## config.mk

```make
export PLATFORM = sky130hd
export DESIGN_NAME = debug_packet_queue
export DESIGN_NICKNAME = d
export VERILOG_FILES = /design/src/rtl/debug_pkt_pkg.sv /design/src/rtl/debug_pkt_fifo.sv /design/src/rtl/debug_packet_queue.sv
export SDC_FILE = /design/constraint.sdc
export NUM_CORES = 1
export LEC_CHECK = 0
export CORE_MARGIN = 3
export CORE_UTILIZATION = 50
export CTS_CLUSTER_DIAMETER = 150
export DETAILED_ROUTE_END_ITERATION = 8
export MAX_ROUTING_LAYER = met4
export PLACE_DENSITY = 0.72
export SLEW_MARGIN = 20
export SYNTH_ARGS = -nofsm -noshare
export SYNTH_HDL_FRONTEND = slang
export SYNTH_SLANG_ARGS = --single-unit
```

## constraint.sdc

```tcl
create_clock -name clk -period 9.3 [get_ports clk]
set_input_delay 1.86 -clock clk [delete_from_list [all_inputs] [get_ports clk]]
set_output_delay 1.86 -clock clk [all_outputs]
set_load 0.1 [all_outputs]
```

## src/rtl/debug_pkt_pkg.sv

```systemverilog
// Shared types and constants for the debug packet queue.
// Packet geometry, launch FSM states, settle length, checksum helper.
package debug_pkt_pkg;

  localparam int PKT_BYTES     = 6;
  localparam int PKT_W         = 48;
  localparam int SETTLE_CYCLES = 2;

  typedef enum logic [1:0] {
    IDLE,
    SETTLE,
    WAIT_DONE
  } state_e;

  // XOR of bytes 0..4; byte 5 is the slot the checksum replaces.
  function automatic logic [7:0] pkt_xor(
    input logic [PKT_W-1:0] p
  );
    logic [7:0] x;
    x = 8'h00;
    for (int i = 0; i < PKT_BYTES - 1; i++) begin
      x = x ^ p[i*8 +: 8];
    end
    return x;
  endfunction

endpackage

```

## src/rtl/debug_pkt_fifo.sv

```systemverilog
// DEPTH x 48 packet FIFO with wrapping pointers and an occupancy count.
// Ports: clk, rst, push_i, pop_i, wdata_i -> rdata_o (head), level_o.
module debug_pkt_fifo
  import debug_pkt_pkg::*;
#(
  parameter  int DEPTH  = 8,
  localparam int ADDR_W = $clog2(DEPTH)
) (
  input  logic             clk,
  input  logic             rst,
  input  logic             push_i,
  input  logic             pop_i,
  input  logic [PKT_W-1:0] wdata_i,
  output logic [PKT_W-1:0] rdata_o,
  output logic [ADDR_W:0]  level_o
);

  logic [PKT_W-1:0]  mem_q [DEPTH];
  logic [ADDR_W-1:0] wr_ptr_q, wr_ptr_d;
  logic [ADDR_W-1:0] rd_ptr_q, rd_ptr_d;
  logic [ADDR_W:0]   level_q, level_d;

  // DEPTH is a power of two, so pointers wrap by overflow.
  always_comb begin
    wr_ptr_d = wr_ptr_q;
    rd_ptr_d = rd_ptr_q;
    level_d  = level_q;
    if (push_i) wr_ptr_d = wr_ptr_q + 1'b1;
    if (pop_i)  rd_ptr_d = rd_ptr_q + 1'b1;
    unique case ({push_i, pop_i})
      2'b10:   level_d = level_q + 1'b1;
      2'b01:   level_d = level_q - 1'b1;
      default: level_d = level_q;
    endcase
  end

  always_ff @(posedge clk) begin
    if (rst) begin
      wr_ptr_q <= '0;
      rd_ptr_q <= '0;
      level_q  <= '0;
    end else begin
      wr_ptr_q <= wr_ptr_d;
      rd_ptr_q <= rd_ptr_d;
      level_q  <= level_d;
    end
  end

  always_ff @(posedge clk) begin
    if (push_i) mem_q[wr_ptr_q] <= wdata_i;
  end

  assign rdata_o = mem_q[rd_ptr_q];
  assign level_o = level_q;

endmodule

```

## src/rtl/debug_packet_queue.sv

```systemverilog
// Queues 6-byte debug packets and launches them to the UART sender.
// Ports: push_valid/ready/data in, data0..5 + count toggle out,
// complete from sender, level, sticky overflow.
// Build option PKT_CHECKSUM_EN: data5 carries XOR of bytes 0..4.
module debug_packet_queue
  import debug_pkt_pkg::*;
#(
  parameter  int DEPTH  = 8,
  localparam int ADDR_W = $clog2(DEPTH)
) (
  input  logic             clk,
  input  logic             rst,
  input  logic             push_valid,
  output logic             push_ready,
  input  logic [PKT_W-1:0] push_data,
  output logic [7:0]       data0,
  output logic [7:0]       data1,
  output logic [7:0]       data2,
  output logic [7:0]       data3,
  output logic [7:0]       data4,
  output logic [7:0]       data5,
  output logic             count,
  input  logic             complete,
  output logic [ADDR_W:0]  level,
  output logic             overflow
);

  localparam logic [ADDR_W:0] FULL_LVL = (ADDR_W+1)'(DEPTH);
  localparam logic [1:0] SETTLE_LAST = 2'(SETTLE_CYCLES - 1);

  state_e           state_q, state_d;
  logic [1:0]       settle_q, settle_d;
  logic [PKT_W-1:0] data_q, data_d;
  logic             ovf_q, ovf_d;
  logic             count_d;
  // Deliberately outside reset: a reset must never look like a launch.
  logic             count_q = 1'b0;

  logic             launch;
  logic             push_acc;
  logic [PKT_W-1:0] fifo_head;
  logic [PKT_W-1:0] head_pkt;
  logic [ADDR_W:0]  level_w;

  assign push_ready = (level_w != FULL_LVL);
  assign push_acc   = push_valid & push_ready;

  debug_pkt_fifo #(
    .DEPTH(DEPTH)
  ) u_fifo (
    .clk     (clk),
    .rst     (rst),
    .push_i  (push_acc),
    .pop_i   (launch),
    .wdata_i (push_data),
    .rdata_o (fifo_head),
    .level_o (level_w)
  );

`ifdef PKT_CHECKSUM_EN
  assign head_pkt = {pkt_xor(fifo_head), fifo_head[39:0]};
`else
  assign head_pkt = fifo_head;
`endif

  always_comb begin
    state_d  = state_q;
    settle_d = settle_q;
    data_d   = data_q;
    count_d  = count_q;
    launch   = 1'b0;
    ovf_d    = ovf_q | (push_valid & ~push_ready);
    unique case (state_q)
      IDLE: begin
        if (level_w != '0 && complete) begin
          launch   = 1'b1;
          data_d   = head_pkt;
          count_d  = ~count_q;
          settle_d = '0;
          state_d  = SETTLE;
        end
      end
      // Sender lowers complete a cycle after the toggle; ignore it here.
      SETTLE: begin
        if (settle_q == SETTLE_LAST) state_d = WAIT_DONE;
        else settle_d = settle_q + 1'b1;
      end
      WAIT_DONE: begin
        if (complete) state_d = IDLE;
      end
      default: state_d = IDLE;
    endcase
  end

  always_ff @(posedge clk) begin
    if (rst) begin
      state_q  <= IDLE;
      settle_q <= '0;
      data_q   <= '0;
      ovf_q    <= 1'b0;
    end else begin
      state_q  <= state_d;
      settle_q <= settle_d;
      data_q   <= data_d;
      ovf_q    <= ovf_d;
    end
  end

  always_ff @(posedge clk) begin
    if (!rst) count_q <= count_d;
  end

  assign data0    = data_q[7:0];
  assign data1    = data_q[15:8];
  assign data2    = data_q[23:16];
  assign data3    = data_q[31:24];
  assign data4    = data_q[39:32];
  assign data5    = data_q[47:40];
  assign count    = count_q;
  assign level    = level_w;
  assign overflow = ovf_q;

endmodule

```

==> results of run 1 <==
[metal layers]
metal	part of all wire (%)	routed length, µm	vias to the layer above	global-route usage (%)
met5	0	0	-	-
met4	1.5	467	0	4.354
met3	5.3	1685	39	3.181
met2	50	15800	238	30.12
met1	44	13950	4162	26.17
li1	-	-	3567	-
[cells in the mapped netlist]
cell	n
nor4bb_1	1
buf_4	6
mux2_2	1
o21ai_0	3
nand3b_1	1
ha_1	6
dfxtp_1	63
nor3b_2	1
edfxtp_1	385
nor4b_1	1
nand2_1	7
a31oi_1	1
or3b_2	1
xnor2_1	2
nor2_1	65
mux2i_1	1
nand3_2	2
nand3_1	5
o22ai_1	48
buf_6	6
or4_4	1
mux4_2	96
or2_2	1
inv_1	4
buf_1	1
xor2_1	5
nand2_2	1
nand2b_1	2
inv_2	1
o31ai_1	1
or3_1	1
nor4_1	1
buf_2	17
nor3_1	23
clkbuf_1	17
nor2b_1	2
or4b_1	1
nor3_2	29
a21oi_1	7
[cells in the final DEF, fill, tap and decap left out, types with 15 or more instances in the layout]
| cell | netlist | layout |
|---|---|---|
| edfxtp_1 | 385 | 385 |
| clkdlybuf4s50_1 | 0 | 105 |
| mux4_2 | 96 | 96 |
| nor2_1 | 65 | 62 |
| dfxtp_1 | 63 | 61 |
| o22ai_1 | 48 | 48 |
| clkbuf_16 | 0 | 46 |
| nor3_2 | 29 | 32 |
| nor3_1 | 23 | 19 |
| clkbuf_1 | 17 | 16 |
| buf_4 | 6 | 15 |
[state kept, by name, summed over array words and instances (netlist names)]
name	cells
count	1
data_q	48
overflow	1
settle_q	2
state_q	2
u_fifo.level_o	4
u_fifo.mem_q	384
u_fifo.rd_ptr_q	3
u_fifo.wr_ptr_q	3
[worst min-delay path: cells and delay by family (launching register included)]
family        cells  cell delay, ps
simple gates      2             120
flops             1             330
[worst paths after layout]
path / end / from
setup reg to reg: u_fifo.level_o[2]$_SDFFE_PP0P_ / u_fifo.level_o[0]$_SDFFE_PP0P_
setup / recovery: push_ready / u_fifo.level_o[0]$_SDFFE_PP0P_
hold / removal: overflow$_SDFF_PP0_ / overflow$_SDFF_PP0_
hold reg to reg: overflow$_SDFF_PP0_ / overflow$_SDFF_PP0_
[through the flow]
step	setup WS [ps]	util, %	cell area (µm²)	std cells	power (µW)
2_1_floorplan	1587	-	16630	817	3905
3_3_place_gp	4416	55.63	18140	1333	4279
3_5_place_dp	4335	55.63	18140	1333	4302
4_1_cts	4832	60.07	19590	1415	6049
5_1_grt	4604	60.11	19610	1417	6235
6_report	4854	60.11	19610	1417	5993
[cell type report]
type                            count  area share (%)
Inverter                            5         0.09572
Sequential cell                   448           65.43
Tap cell                          442           2.820
Clock buffer                       67           6.528
Antenna cell                        2         0.02552
Clock inverter                     15          0.8551
Timing Repair Buffer              121           5.992
Multi-Input combinational cell    317           18.25
[logic make-up after synthesis]
family | count (synthesis) | synth area share (%)
flops | 448 | 77.10
simple gates | 146 | 5.049
mux | 98 | 13.13
compound gates | 60 | 2.189
buf+inv | 52 | 1.708
xor+xnor | 7 | 0.3687
fa+ha+maj | 6 | 0.4514
[power by group through the flow]
| stage | Clock, µW | Combinational (µW) | Sequential (µW) |
|---|---|---|---|
| after global placement | 0 | 1730 | 2550 |
| after CTS | 1780 | 1750 | 2510 |
| after global routing | 1870 | 1830 | 2540 |
| final | 1750 | 1740 | 2510 |
| after floorplan | 0 | 721 | 3180 |
| after detailed placement | 0 | 1750 | 2550 |
==> impl_metrics.toml, run 1 <==
[floorplanning]
ioPinCount = 107
fp.dieArea_mm2 = 0.03548
die_y_um = 188.4
std_cell_rows = 66
die_width_um = 188.4
core-area_mm2 = 0.03262
initial_utilization_pct = 50.98

[routing]
vias = 8006
viasPerCell = 5.650
postRouteWirelength_um = 31900
drc_errors = 0
drt_pass1_iterations = 5
antenna_viol_nets_final = 0
routedWlPerCell_um = 22.51
initialDrtViolationCount = 695

[placement]
place_hpwl_um = 17140
gpl.final_weighted_congestion = 0.7022
io_buffers = 106

[run_status]
run_status = "finished clean"

[worst_setup_path]
worst_ep_arrival_time_ps = 2590
path_cells = "or4b_1 -> clkdlybuf4s50_1"
critical_path_peak_fanout = 7
path_buf_inv = 1
start_kind = "flop"
cp_capture_type = "primary output"
critPathRequiredTime_ps = 7440
worst_path_largest_cell_delay_ps = 1020
critical_path.slowest_cell = "clkdlybuf4s50_1"
ff2ff_setup_slack_ps = 6250
worst_r2r_path_depth = 11
critical_path_cell_count = 2
criticalPathCategory = "reg2out"
critical_path.top_delay_family = "buffers and inverters"

[timing]
whs_ps = 474.6
timing.final.crit_share_pct = 47.80
achievable-frequency_mhz = 224.9
maxSlewHeadroom_pct = 28.96
period_minus_slack_ps = 4446
final_max_slew_viol_count = 0
tightestPinTransition_ps = 1060
grt_setup_unrepaired = "false"
final_hold_viol_count = 0
timing.final.setup_violations = 0
finalSetupTns_ps = 0
finClkSkew_ps = 11.57

[cts]
tritoncts = "built"
hold_buffers = 0
total_of_cells_resized_after_clock_tree_synthesis = 0
clk_pin_slew_worst_paths_ps = 60
cts.sink_count = 448
ctsLongestPathBuffers = 3
cts_root_buffer = "clkbuf_16"
worstSkewPairLatency_ps = 530
h-tree-depth = 2
post-cts-setup-buffer-count = 0
cts_buffers = 44

[power_and_ir_drop]
pwr-share-clk_pct = 29.1
combPwrFrac_pct = 29.0
p_switching_uw = 2034
int_power_uw = 3959
sw_frac_of_total_pct = 33.94
power_density_mw_per_mm2 = 305.7
worst_ir_drop_vdd_uv = 223.2
power.share.sequential_pct = 41.9
p_leak_uw = 0.006166

[final_layout]
layout-drive-gt1-share_pct = 23.23
area_growth_pct = 17.91
nets = 995
seqCellArea_mm2 = 0.01283
nFillCells = 2308
multi_input_comb_area_mm2 = 0.003578

[global_routing]
via_count_of_the_first_global_routing_pass = 8271
grt_first_pass_wirelength_um = 49850
maximum_number_of_pins_on_one_net_before_global_route_repair = 71
track_usage_pct = 18.90
antenna_violations_before_repair = 2
grt.overflow.total = 0

[synth]
netlist-cell-type-count = 39
synth_seq_cells = 448
synth_largest_type_area_fraction_pct = 69.52
synth_area_leader_cell = "edfxtp_1"
synth.cell_area_mm2 = 0.01663
synthesis.yosys.warnings = 0
syn_nets = 875
synth_top_cells_by_area = "edfxtp_1, mux4_2, dfxtp_1, o22ai_1, nor3_2"
synth_seq_area_share_pct = 77.10
synth_area_per_cell_um2 = 20.35
netlist_instances = 817

[flow_run]
drv_cap = 0

[worst_hold_path]
hold-path-cell-count = 2
timing.hold.worst.class = "reg2reg"
No activity file was read; power rests on OpenSTA's default activity.
==> run 2, diff against run 1 <==
- PLACE_DENSITY: 0.72 -> 0.75
- clock period: 9.3 -> 3.9 ns (I/O delays scaled with it)
==> run 2 against run 1 <==
- total power grew 140%
- critical path depth is the same
- non-clock buffer count grew 6
- clock skew grew 5.3 ps
- count of clock-buffer cells in the layout grew 4
- cell area grew 1.0%
- first-iteration DRC count shrank 3.6%
- routed wire length grew 2.3%
- critical path type unchanged
- largest power group unchanged
==> impl_metrics.toml, run 2 (synthesized netlist as in run 1, its figures left out) <==
[cts]
post-cts-setup-buffer-count = 0
worstSkewPairLatency_ps = 550
clk_pin_slew_worst_paths_ps = 60
hold_buffers = 0
cts_root_buffer = "clkbuf_16"
cts_buffers = 45
h-tree-depth = 2
tritoncts = "built"
cts.sink_count = 448
ctsLongestPathBuffers = 3
total_of_cells_resized_after_clock_tree_synthesis = 0

[timing]
maxSlewHeadroom_pct = 33.02
tightestPinTransition_ps = 1002
period_minus_slack_ps = 3360
timing.final.setup_violations = 0
finClkSkew_ps = 16.84
final_max_slew_viol_count = 0
achievable-frequency_mhz = 297.6
whs_ps = 480.5
finalSetupTns_ps = 0
timing.final.crit_share_pct = 86.15
final_hold_viol_count = 0
grt_setup_unrepaired = "false"

[worst_setup_path]
criticalPathCategory = "reg2out"
cp_capture_type = "primary output"
critPathRequiredTime_ps = 3120
critical_path_peak_fanout = 9
worst_ep_arrival_time_ps = 2580
start_kind = "flop"

[routing]
initialDrtViolationCount = 670
drc_errors = 0
postRouteWirelength_um = 32620
vias = 8084
viasPerCell = 5.673
antenna_viol_nets_final = 0
drt_pass1_iterations = 4
routedWlPerCell_um = 22.89

[placement]
io_buffers = 106
placedCellCount = 1339
place_hpwl_um = 17510
gpl.final_weighted_congestion = 0.7046

[power_and_ir_drop]
worst_ir_drop_vdd_uv = 431.8
p_leak_uw = 0.006220
p_total_uw = 14280
power_density_mw_per_mm2 = 721.1

[floorplanning]
fp.dieArea_mm2 = 0.03548
initial_utilization_pct = 50.98
core-area_mm2 = 0.03262
ioPinCount = 107
die_width_um = 188.4
die_y_um = 188.4
std_cell_rows = 66

[global_routing]
maximum_number_of_pins_on_one_net_before_global_route_repair = 55
track_usage_pct = 19.23
grt_first_pass_wirelength_um = 50680
via_count_of_the_first_global_routing_pass = 8608
grt.overflow.total = 0
antenna_violations_before_repair = 2

[run_status]
run_status = "finished clean"

[flow_run]
drv_cap = 0

[final_layout]
largest_register_by_flop_count = "u_fifo.mem_q"
largest_register_ffs = 384
layout_commonest_cell = "edfxtp_1"
nets = 1002
fin_util_pct = 60.71
area_growth_pct = 19.09
most_frequent_cells_in_the_layout = "edfxtp_1, clkdlybuf4s50_1, mux4_2, nor2_1, dfxtp_1"
final_cell_count_no_fill = 1425
layout-drive-gt1-share_pct = 23.85

[worst_hold_path]
timing.hold.worst.class = "reg2reg"
run 2: critical path: stages, from the launching register on:
cell and delay (ps):
dfxtp_2 360, or4b_1 650, clkdlybuf4s50_1 1020
run 2: layout make-up:
| class | count | area (µm²) |
|---|---|---|
| inverter | 5 | 18.77 |
| sequential | 448 | 12830 |
| tap | 442 | 553.0 |
| antenna | 2 | 5.005 |
| clock buffer | 71 | 1325 |
| multi-input combinational | 317 | 3606 |
| fill | 2282 | 12810 |
| clock inverter | 13 | 96.34 |
| timing repair buffer | 127 | 1366 |
run 2: path summary, 6_finish.rpt:
path / from / end / slack [ps] / depth (start not counted)
max reg2reg: u_fifo.level_o[1]$_SDFFE_PP0P_ / u_fifo.level_o[3]$_SDFFE_PP0P_ / 1100 / 7
max: u_fifo.level_o[1]$_SDFFE_PP0P_ / push_ready / 540 / 2
min reg2reg: overflow$_SDFF_PP0_ / overflow$_SDFF_PP0_ / 480 / 2
min: overflow$_SDFF_PP0_ / overflow$_SDFF_PP0_ / 480 / 2
run 2: routing by layer:
layer	GRT usage, %	routed length [µm]
met1	25.33	13740
met2	31.80	16650
met3	3.442	1629
met4	4.555	601
met5	-	0
run 2: metrics by stage:
stage	instance area, µm²	setup WS [ps]
floorplan	16700	60.79
global placement	18380	707.8
detailed placement	18380	628.1
CTS	19800	517.6
global route	19800	482.5
finish	19800	540.3
run 2: power breakdown:
part	switching (µW)	total [µW]	internal (µW)	leakage, µW
combinational	2870	4210	1350	0.00150
clock	1730	4080	2350	0.000700
sequential	325	5990	5670	0.00402
==> run 3, diff against run 2 <==
- GPL_ROUTABILITY_DRIVEN: not set -> 0
- MAX_ROUTING_LAYER: met4 -> not set
==> run 3 against run 2 <==
- via count hardly changed
- cell count hardly changed
- global-route usage shrank 0.58 points
- critical path type unchanged
- critical path depth is the same
- clock power about the same
- critical endpoint unchanged
- sequential cell count unchanged
- maximum frequency is essentially flat
- largest cell class unchanged
==> impl_metrics.toml, run 3 (synthesized netlist as in run 1, its figures left out) <==
[routing]
viasPerCell = 5.673
vias = 8079
antenna_viol_nets_final = 0
drt_pass1_iterations = 4
drc_errors = 0
routedWlPerCell_um = 22.92
postRouteWirelength_um = 32630
initialDrtViolationCount = 705

[worst_setup_path]
critical_path_peak_fanout = 9
critical_path.top_delay_family = "buffers and inverters"
critPathRequiredTime_ps = 3120
criticalPathCategory = "reg2out"
worst_r2r_path_depth = 7
worst_ep_arrival_time_ps = 2580
start_kind = "flop"
worst_path_largest_cell_delay_ps = 1020
cp_capture_type = "primary output"
path_cells = "or4b_1 -> clkdlybuf4s50_1"
path_buf_inv = 1
critical_path.slowest_cell = "clkdlybuf4s50_1"
ff2ff_setup_slack_ps = 1100
setup.worst_path.start = "u_fifo.level_o[1]$_SDFFE_PP0P_"
rr_startpoint = "u_fifo.level_o[1]$_SDFFE_PP0P_"
critical_path_cell_count = 2
rr_endpoint = "u_fifo.level_o[3]$_SDFFE_PP0P_"

[cts]
cts.sink_count = 448
h-tree-depth = 2
ctsLongestPathBuffers = 3
cts_buffers = 45
worstSkewPairLatency_ps = 550
tritoncts = "built"
post-cts-setup-buffer-count = 0
total_of_cells_resized_after_clock_tree_synthesis = 0
hold_buffers = 0
cts_root_buffer = "clkbuf_16"
clk_pin_slew_worst_paths_ps = 60

[power_and_ir_drop]
worst_ir_drop_vdd_uv = 431.0
p_leak_uw = 0.006220
power_density_mw_per_mm2 = 721.2

[final_layout]
layout-drive-gt1-share_pct = 23.85
nets = 1002
largest_register_ffs = 384
largest_register_by_flop_count = "u_fifo.mem_q"
area_growth_pct = 19.07
layout_commonest_cell = "edfxtp_1"
most_frequent_cells_in_the_layout = "edfxtp_1, clkdlybuf4s50_1, mux4_2, nor2_1, dfxtp_1"

[placement]
place_hpwl_um = 17510
io_buffers = 106
detailedPlace.worstSlack_ps = 628.1

[worst_hold_path]
timing.hold.worst.class = "reg2reg"
hold_start = "overflow$_SDFF_PP0_"
hold-path-endpoint = "overflow$_SDFF_PP0_"
hold-path-cell-count = 2

[floorplanning]
std_cell_rows = 66
die_width_um = 188.4
ioPinCount = 107
core-area_mm2 = 0.03262
initial_utilization_pct = 50.98
die_y_um = 188.4
fp.dieArea_mm2 = 0.03548

[global_routing]
grt.overflow.total = 0
track_usage_pct = 18.64
antenna_violations_before_repair = 2
grt_first_pass_wirelength_um = 50690
via_count_of_the_first_global_routing_pass = 8601
maximum_number_of_pins_on_one_net_before_global_route_repair = 55

[timing]
grt_setup_unrepaired = "false"
achievable-frequency_mhz = 297.4
timing.final.crit_share_pct = 86.21
finalSetupTns_ps = 0
final_hold_viol_count = 0
finClkSkew_ps = 16.52
final_max_slew_viol_count = 0
period_minus_slack_ps = 3362
maxSlewHeadroom_pct = 33.15
tightestPinTransition_ps = 999.7
timing.final.setup_violations = 0
final_ws_setup_ps = 537.8

[run_status]
run_status = "finished clean"

[flow_run]
drv_cap = 0
==> run 3: changes by cell type in the layout (fill, tap and decap cells not counted), sizes merged <==
cell and delta:
diode -1
==> run 3: layer usage <==
layer | vias up | routed length, µm | track usage [%]
li1 | 3585 | - | -
met1 | 4220 | 13550 | 25.17
met2 | 222 | 16720 | 31.90
met3 | 50 | 1728 | 3.498
met4 | 2 | 617 | 4.555
met5 | - | 13 | 0
==> run 3: through the flow <==
stage          util [%]  hold slack [ps]  std cells  power, µW  area, µm²
3_5_place_dp      56.34            472.1       1339      10350      18380
4_1_cts           60.70            490.6       1423      14420      19800
6_report          60.71            480.7       1424      14280      19800
3_3_place_gp      56.34            452.3       1339      10300      18380
5_1_grt           60.71            523.8       1424      14830      19800
2_1_floorplan         -            456.0        817       9311      16700
==> run 3: area by class of cell <==
cell class	count	area, µm²
clock inverters	13	96.34
fillers	2281	12820
diodes	1	2.502
well taps	442	553.0
multi-input cells	317	3606
flip-flops and latches	448	12830
clock buffers	71	1325
repair buffers	127	1366
inverters	5	18.77
==> run 3: worst max path at each step <==
stage	to
finish	push_ready
global route	push_ready
CTS	push_ready
detailed placement	u_fifo.level_o[3]$_SDFFE_PP0P_
global placement	u_fifo.level_o[2]$_SDFFE_PP0P_
floorplan	u_fifo.mem_q[0][0]$_DFFE_PP_
==> run 3: worst register-to-register path: stages, from the launching register on <==
cell and delay, ps:
dfxtp_2 360, or4b_1 650, nand2_2 320, ha_1 380, nor4b_1 380, o21ai_0 140, o31ai_1 90, mux2_2 360
==> run 3: where the power goes <==
part           total, µW  switching [µW]  internal [µW]
sequential          5990             326           5670
clock               4080            1730           2350
combinational       4210            2860           1350
==> variant: new RTL, settings of run 2 <==
Encoding of `state_e`: now one-hot (3 bits for 3 states).
--- a/src/rtl/debug_pkt_pkg.sv
+++ b/src/rtl/debug_pkt_pkg.sv
@@ -6,10 +6,10 @@
   localparam int PKT_W         = 48;
   localparam int SETTLE_CYCLES = 2;
 
-  typedef enum logic [1:0] {
-    IDLE,
-    SETTLE,
-    WAIT_DONE
+  typedef enum logic [2:0] {
+    IDLE      = 3'b001,
+    SETTLE    = 3'b010,
+    WAIT_DONE = 3'b100
   } state_e;
 
   // XOR of bytes 0..4; byte 5 is the slot the checksum replaces.
Behaviour: same outputs for any inputs over 4 cycles, from zero or initial values and one cycle with rst high; so few cycles prove little.
==> variant against run 2 <==
  * Sequential share of layout area shrank 0.15 points
  * Count of clock-buffer cells in the layout decreased by 4
  * Total power rose by 3.7%
  * Setup slack got worse by 4.2 ps
  * Clock skew up 2.2 ps
  * Sequential cell count increased by 1
  * Critical path depth unchanged
  * Synthesized area is 0.71% higher
  * Design area is 0.39% higher
  * Routed wire length fell by 1.3%
  * Critical path type unchanged
==> variant: results (changes against run 2) <==
placement:
  place.gp.congestion: 0.760  # +7.8%
  postPlaceCellArea_mm2: 0.0184  # +0.12%
  detailed_place_hpwl_um: 19000  # +8.7%
timing:
  final_period_minus_worst_setup_slack_ps: 3360  # +4.17 ps
  fin_worst_skew_ps: 19.0  # +2.19 ps
  worst_slew_margin_pct: 33.8  # +0.82 points
clocking:
  clockBufferDepth: 3  # unchanged
routing:
  num_vias: 8122  # +0.47%
  detailedRoute.firstIterationViolations: 683  # +1.9%
  drt-total-wl_um: 32200  # -1.3%
  drt_pre_antenna_iters: 5  # +1
power_and_ir_drop:
  vdd.ir_drop.worst_v: 0.000644  # +49%
  total_leakage_power_nw: 6.27  # +0.82%
global_route:
  grt_max_degree: 67  # +22%
  vias_in_the_first_global_route: 8596  # -0.14%
finish:
  layout.filler_cells: 2312  # +1.3%
  final_net_count: 1016  # +1.4%
  post_route_cells_drive_above_1_share_pct: 24.4  # +0.57 points
  register_area_mm2: 0.0129  # +0.16%
yosys:
  dominantRegCellSynth: "sky130_fd_sc_hd__edfxtp_1"
  synth.top_cells.by_area: "sky130_fd_sc_hd__edfxtp_1 (69%), sky130_fd_sc_hd__mux4_2 (13%), sky130_fd_sc_hd__dfxtp_1 (7.7%)"
  synth_area_per_cell_um2: 20.3  # -0.51%
  yosysSeqAreaShare_pct: 76.7  # -0.42 points
  synth_nets: 885  # +1.1%
setup_path:
  r2r_setup_slack_ps: 1170  # +70 ps
  worst-path-max-fanout: 7  # -2
status:
  result_of_the_run: "complete, no violations"
variant: changes by cell type after synthesis, sizes merged, moves of 2 or more:
cell and delta:
nor3 +2, buf +5, nor2 +2, clkbuf -5
variant: path summary, 6_finish.rpt:
path / from / cells after the start / endpoint
worst max-delay path: u_fifo.level_o[0] / 2 / push_ready
worst min-delay path: overflow / 2 / overflow
worst max register to register: u_fifo.level_o[0] / 9 / u_fifo.level_o[2]
worst min register to register: overflow / 2 / overflow
variant: worst max-delay path, delay by kind of cell, from the launching register on:
| kind | cells | cell delay [ps] |
|---|---|---|
| buf+inv | 1 | 1020 |
| simple gates | 1 | 660 |
| flops | 1 | 360 |
variant: layout make-up:
cell class / instances / area share (%)
Sequential cell: 449 / 64.7
Tap cell: 442 / 2.78
Timing Repair Buffer: 131 / 6.52
Clock buffer: 67 / 6.70
Multi-Input combinational cell: 325 / 18.5
Antenna cell: 2 / 0.0252
Inverter: 6 / 0.113
Clock inverter: 17 / 0.730
variant: kinds of logic (layout without fill, tap and decap cells):
group | after synthesis | count (layout) | synth area share (%)
fa+ha+maj | 6 | 6 | 0.448
xor+xnor | 7 | 7 | 0.366
mux | 98 | 98 | 13.0
flops | 449 | 449 | 76.7
other cells | 0 | 2 | 0
compound gates | 63 | 63 | 2.41
simple gates | 151 | 151 | 5.19
buf+inv | 53 | 221 | 1.88
variant: where the power goes:
group          switching, mW  internal, mW  total (mW)
logic                   3.03          1.54        4.57
registers              0.354          5.68        6.03
clock network           1.71          2.50        4.21
total                   5.09          9.72        14.8
variant: routing by layer:
| layer | vias up | part of all wire (%) | GRT usage [%] |
|---|---|---|---|
| met3 | 52 | 6.0 | 3.15 |
| met4 | 0 | 1.9 | 4.76 |
| li1 | 3629 | - | - |
| met1 | 4168 | 42 | 25.7 |
| met2 | 273 | 50 | 30.5 |
| met5 | - | 0 | - |
variant: per-stage QoR:
step / total power, mW / hold WS [ps] / instances / setup slack [ps]
floorplan: 9.69 / 456 / 827 / -269
global placement: 10.7 / 452 / 1353 / 816
detailed placement: 10.8 / 474 / 1353 / 797
CTS: 15.0 / 489 / 1437 / 506
global route: 15.4 / 504 / 1439 / 469
finish: 14.8 / 492 / 1439 / 536
